===== src/rtl/fetch_pc_gen.sv =====
// Fetch-PC generator: issues one block of FETCH_WIDTH sequential instruction PCs per
// valid/ready transfer, with block alignment, predicted/flush redirect and ADEF halt.

`ifndef EXCEPTION_ADEF
`define EXCEPTION_ADEF 7'h08
`endif
`ifndef EXCEPTION_NOP
`define EXCEPTION_NOP 7'h00
`endif

module fetch_pc_lane #(
    parameter int LANE        = 0,
    parameter int FETCH_WIDTH = 2,
    parameter int OFF_W       = 1
) (
    input  logic [31:0]      base_pc,
    input  logic [OFF_W-1:0] off,
    input  logic             active,
    input  logic             adef,
    output logic [31:0]      pc,
    output logic             valid
);
    assign pc = base_pc + 32'(4 * LANE);

    // A misaligned block carries only the faulting lane; otherwise lanes past the
    // end of the aligned block belong to the next fetch.
    always_comb begin
        valid = 1'b0;
        if (active) begin
            if (adef) valid = (LANE == 0);
            else      valid = (LANE + int'(off)) < FETCH_WIDTH;
        end
    end
endmodule

module fetch_pc_gen #(
    parameter int          FETCH_WIDTH = 2,
    parameter logic [31:0] RESET_PC    = 32'h1c000000
) (
    input  logic                     clk,
    input  logic                     rst,
    input  logic                     flush,
    input  logic [31:0]              flush_pc,
    input  logic                     stall,
    input  logic                     pred_taken,
    input  logic [31:0]              pred_pc,
    output logic                     req_valid,
    input  logic                     req_ready,
    output logic [31:0]              req_pc,
    output logic [32*FETCH_WIDTH-1:0] lane_pc,
    output logic [FETCH_WIDTH-1:0]   lane_valid,
    output logic                     pc_is_exception,
    output logic [6:0]               pc_exception_cause
);
    localparam int          BLK_BYTES = FETCH_WIDTH * 4;
    localparam int          OFF_W     = (FETCH_WIDTH > 1) ? $clog2(FETCH_WIDTH) : 1;
    localparam logic [31:0] BLK_MASK  = ~(32'(BLK_BYTES) - 32'd1);

    typedef enum logic [1:0] {BOOT, RUN, HALT} state_t;

    state_t           state, state_nxt;
    logic [31:0]      pc, pc_nxt, seq_pc;
    logic [OFF_W-1:0] off;
    logic             active, adef, xfer;

    assign active    = (state == RUN);
    assign adef      = (pc[1:0] != 2'b00);
    assign req_valid = active & ~stall;
    assign xfer      = req_valid & req_ready;
    assign seq_pc    = (pc & BLK_MASK) + 32'(BLK_BYTES);

    generate
        if (FETCH_WIDTH > 1) begin : g_off
            assign off = pc[OFF_W+1:2];
        end else begin : g_off0
            assign off = '0;
        end
    endgenerate

    // Flush outranks a same-cycle transfer; the block just handed over is dropped downstream.
    always_comb begin
        state_nxt = state;
        pc_nxt    = pc;
        case (state)
            BOOT:    state_nxt = RUN;
            RUN:     if (xfer && adef) state_nxt = HALT;
            default: state_nxt = state;
        endcase
        if (xfer) pc_nxt = pred_taken ? pred_pc : seq_pc;
        if (flush) begin
            state_nxt = RUN;
            pc_nxt    = flush_pc;
        end
    end

    always_ff @(posedge clk) begin
        if (rst) begin
            state <= BOOT;
            pc    <= RESET_PC;
        end else begin
            state <= state_nxt;
            pc    <= pc_nxt;
        end
    end

    assign req_pc             = pc;
    assign pc_is_exception    = active & adef;
    assign pc_exception_cause = pc_is_exception ? `EXCEPTION_ADEF : `EXCEPTION_NOP;

    generate
        for (genvar i = 0; i < FETCH_WIDTH; i++) begin : g_lane
            fetch_pc_lane #(
                .LANE       (i),
                .FETCH_WIDTH(FETCH_WIDTH),
                .OFF_W      (OFF_W)
            ) u_lane (
                .base_pc(pc),
                .off    (off),
                .active (active),
                .adef   (adef),
                .pc     (lane_pc[32*i +: 32]),
                .valid  (lane_valid[i])
            );
        end
    endgenerate
endmodule


===== config.mk =====
export PLATFORM = sky130hd
export DESIGN_NAME = fetch_pc_gen
export DESIGN_NICKNAME = d
export VERILOG_FILES = /design/src/rtl/fetch_pc_gen.sv
export SDC_FILE = /design/constraint.sdc
export NUM_CORES = 1
export LEC_CHECK = 0
export CELL_PAD_IN_SITES_DETAIL_PLACEMENT = 1
export CELL_PAD_IN_SITES_GLOBAL_PLACEMENT = 2
export CORE_AREA = 2 2 131 133
export DETAILED_ROUTE_END_ITERATION = 7
export DIE_AREA = 0 0 133 135
export GPL_ROUTABILITY_DRIVEN = 1
export PLACE_DENSITY_LB_ADDON = 0.1
export REMOVE_ABC_BUFFERS = 1
export SKIP_CTS_REPAIR_TIMING = 1
export SLEW_MARGIN = 20
export SYNTH_ARGS = -nofsm -noshare
export SYNTH_HDL_FRONTEND = slang
export SYNTH_SLANG_ARGS = --single-unit

===== constraint.sdc =====
create_clock -name clk -period 2.66 [get_ports clk]
set_clock_uncertainty 0.1 [all_clocks]
set_input_delay 0.665 -clock clk [delete_from_list [all_inputs] [get_ports clk]]
set_output_delay 0.665 -clock clk [all_outputs]
set_load 0.01 [all_outputs]

==> results.md <==
Status:
- The run finished, with violations left.
- The checks that failed: negative setup slack.

Setup path:
- In this design, the stage delay of the slowest critical-path cell is 0.37 ns.
- The kind of launch point of the worst setup path is a flop.
- The worst setup path is captured at an output port.
- Among all stages on the critical path, the largest delay is contributed by sky130_fd_sc_hd__dfxtp_4.
- The total buffers and inverters traversed by the critical path is 3.
- Of all nets on the critical path, the largest fanout is 5.
- The signal on the critical path passes through ha_2 > and3_4 > nand4_1 > buf_6 > nor3_2 > buf_4 > nand3_1 > xnor2_1 > clkbuf_2.
- Data on the critical path is required at its endpoint by 1.89 ns.
- The cell type group with the largest total delay on the critical path is simple AND/OR/NAND/NOR gates.
- The critical path data arrival time is 2.00 ns.
- The startpoint-to-endpoint class of the critical path is flop to output port.

STA:
- The worst slack on hold paths is 0.465 ns.
- The number of failing setup endpoints in the final timing report is 7.
- The number of max-slew violations in the final report is 0.
- The number of hold violations in the final report came to 0.
- The achievable clock frequency is 0.361 GHz.
- The setup slack after layout is -0.108 ns.
- The transition at the pin with the smallest max-transition slack is 0.515 ns.
- After layout, the worst path uses 104% of the clock period.
- Setup repair after global routing could not meet its margin everywhere.
- The minimum period implied by the final worst setup slack is 2.77 ns.
- In this run the tightest slew margin relative to its limit is 65.5%.

Power and ir drop:
- The part of the power in the clock network is 33.8%.
- Total power for the finished layout comes to 1.96 mW.
- Sequential cells account for 29.6% of the total power.
- The power per cell area is 334 nW/um^2.
- Across the VDD grid, the largest voltage drop is 0.200 mV.
- Combinational logic is responsible for 36.6% of the overall power.
- The leakage component of the power is 2.36 nW.
- The switching power of the nets is 0.604 mW.
- The net switching fraction of the power is 30.9%.
- The total internal power is 1.35 mW.

Route:
- The detailed route wirelength on metal2 is 8.27 mm.
- In this run the remaining antenna-violating nets after routing total 0.
- The met1 wire length is 7.63 mm.
- The highest routed metal layer is met4.
- The number of DRC violations after detailed routing is 0.
- The first TritonRoute pass finished after 7 iterations.
- In the routed layout, each cell is associated on average with a via count of 4.68.
- The detailed router finished its first iteration with 193 violations.
- For this block, the routed nets add up to 16.6 mm of wire.
- The mean routed wirelength per cell is 18.8 microns.
- The via count is 4142.
- Detailed routing placed a total of 516 microns of wire on met3.

Yosys:
- The per-instance average area after synthesis is 7.01 sq um.
- The count of flip-flops with a built-in enable after synthesis is 0.
- For this run, asynchronously set or reset flops after synthesis account for 0%.
- Counting every instance in the synthesized netlist gives 466.
- The most used flip-flop cell after synthesis is sky130_fd_sc_hd__dfxtp_1.
- By count the netlist is led by sky130_fd_sc_hd__buf_4, sky130_fd_sc_hd__nor2_1, sky130_fd_sc_hd__nand2_1.
- Yosys printed 0 warnings.
- The cell type with the highest aggregate area in the netlist is sky130_fd_sc_hd__dfxtp_1.
- The register bit count reported by yosys is 34.
- Of the post-synthesis cell area, the dominant cell type holds 20.8%.
- Summing the sequential cell areas from Yosys gives 20.8% of the chip area.
- The most numerous cell in the Yosys netlist is sky130_fd_sc_hd__buf_4.
- The number of different library cells in the post-synthesis netlist is 60.
- The mapped netlist covers 3270 sq um.
- Sorting the synthesized cells by area gives the leading types as sky130_fd_sc_hd__dfxtp_1, sky130_fd_sc_hd__buf_4, sky130_fd_sc_hd__xnor2_1.

CTS:
- CTS saw 34 sinks.
- The clock tree root driver cell is sky130_fd_sc_hd__clkbuf_16.
- The number of buffers created by CTS is 5.
- The number of H-tree levels is 2.
- The maximum clock insertion buffer count is 2.
- For the worst-skew pair, the clock arrives at the later sink with an insertion delay of 0.29 ns.
- TritonCTS built the clock tree.
- The clock slew at the register clock pins of the worst setup and hold paths is 0.06 ns.

Global route:
- The first global-routing pass estimated 25.2 mm of wire.
- The largest net degree at the start of global routing is 34.
- The total global routing track utilization is 18.0%.
- For this run the aggregate overflow at the end of global routing stands at 0.
- The number of global-route vias before repair was 4440.
- The number of antenna violations at the first check in global routing is 0.

Min path:
- The path class of the tightest hold or removal check is flop to flop.

Cells and area:
- In the final layout, the share of cells above drive strength 1 is 27.8%.
- The total number of nets in the final design is 736.
- Relative to the synthesized area, the layout overhead comes to 79.3%.
- The number of antenna diodes in the final layout is 0.
- The final-layout fill cell count is 1958.
- The share of the core filled with cells is 35.7%.
- With fillers left out, the area of the finished cells amounts to 5860 sq um.

Placed design:
- Port buffering added 170 buffers.
- The placed instances occupy a cell area of 5450 sq um.
- The congestion estimate from routability-driven global placement came to 0.787.
- The final HPWL from detailed placement is 12.9 mm.

Run:
- The reported max-cap violation count is 0.

Die:
- The total number of placement rows is 47.
- The starting density of the core is 19.9%.
- The area of the die is 18000 sq um.
- The region available for standard cell placement spans 16400 sq um.
- The die is 133 microns wide.
- For this design the top-level I/O count stands at 177.
- The die is 135 microns tall.
==> power by group through the flow <==
stage | registers (mW) | logic (mW) | clock network, mW
2_1_floorplan | 0.650 | 0.171 | 0
3_3_place_gp | 0.583 | 0.726 | 0
3_5_place_dp | 0.585 | 0.729 | 0
4_1_cts | 0.574 | 0.733 | 0.675
5_1_grt | 0.584 | 0.771 | 0.698
6_report | 0.579 | 0.715 | 0.661
==> stage by stage <==
stage / std cells / setup WS, ns / TNS [ns]
floorplan: 384 / -0.881 / -17.84
global placement: 864 / -0.258 / -3.03
detailed placement: 864 / -0.347 / -4.11
CTS: 872 / -0.672 / -11.68
global route: 885 / -0.227 / -1.92
finish: 885 / -0.108 / -0.423
==> layer usage <==
metal	vias to the layer above	track usage (%)
li1	2004	-
met1	2032	23.3
met2	93	31.8
met3	13	2.44
met4	0	3.82
met5	-	0
==> worst reg2reg max path, cell delays in order (launching register included) <==
cell,delay [ns]
sky130_fd_sc_hd__dfxtp_1,0.37
sky130_fd_sc_hd__buf_6,0.17
sky130_fd_sc_hd__nand3_2,0.22
sky130_fd_sc_hd__buf_4,0.23
sky130_fd_sc_hd__nor4_4,0.26
sky130_fd_sc_hd__buf_4,0.21
sky130_fd_sc_hd__a41oi_1,0.13
sky130_fd_sc_hd__nor3_1,0.22
sky130_fd_sc_hd__o22ai_1,0.11
==> area by class of cell <==
class / count / area, sq um / share of cell area (%)
Clock buffer: 8 / 166 / 2.84
Inverter: 14 / 56.3 / 0.961
Multi-Input combinational cell: 336 / 2230 / 38.0
Sequential cell: 34 / 707 / 12.1
Tap cell: 220 / 275 / 4.70
Timing Repair Buffer: 273 / 2420 / 41.4
==> registers in the layout (all words and copies together) (netlist names) <==
name	flops
req_pc	32
state	2
==> path summary, 6_finish.rpt <==
check                  start           to  slack, ns  depth (start not counted)
setup / recovery   req_pc[3]  lane_pc[54]      -0.11                          9
hold / removal      state[1]     state[1]       0.46                          2
setup reg to reg  req_pc[10]   req_pc[24]       0.53                          8
hold reg to reg     state[1]     state[1]       0.46                          2
==> logic make-up (layout without fill, tap and decap cells) <==
family          Yosys count  after routing  synth area share, %
fa+ha+maj                 2              2                0.766
compound gates          112            112                 22.0
buf+inv                 101            295                 17.3
simple gates            173            173                 27.2
xor+xnor                 38             38                 10.2
other cells               1              6                0.115
mux                       5              5                 1.61
flops                    34             34                 20.8
==> cell usage in the layout, fill, tap and decap left out, drive strengths merged, types with 3 or more instances in the layout <==
cell type      instances
mux2i                  3
a31oi                  5
nand4                 16
nand3                 29
conb                   6
nor2                  41
clkbuf                12
dlymetal6s2s           5
clkdlybuf4s50        144
o32ai                  3
a21oi                 30
or3                    3
inv                   13
a211oi                 9
xnor2                 23
nor4                   7
xor2                  15
nand2                 36
o22ai                 14
o21ai                 22
a22oi                 10
nor3                  22
dfxtp                 34
buf                  119
and3                   5
(Power assumes the default switching activity.)
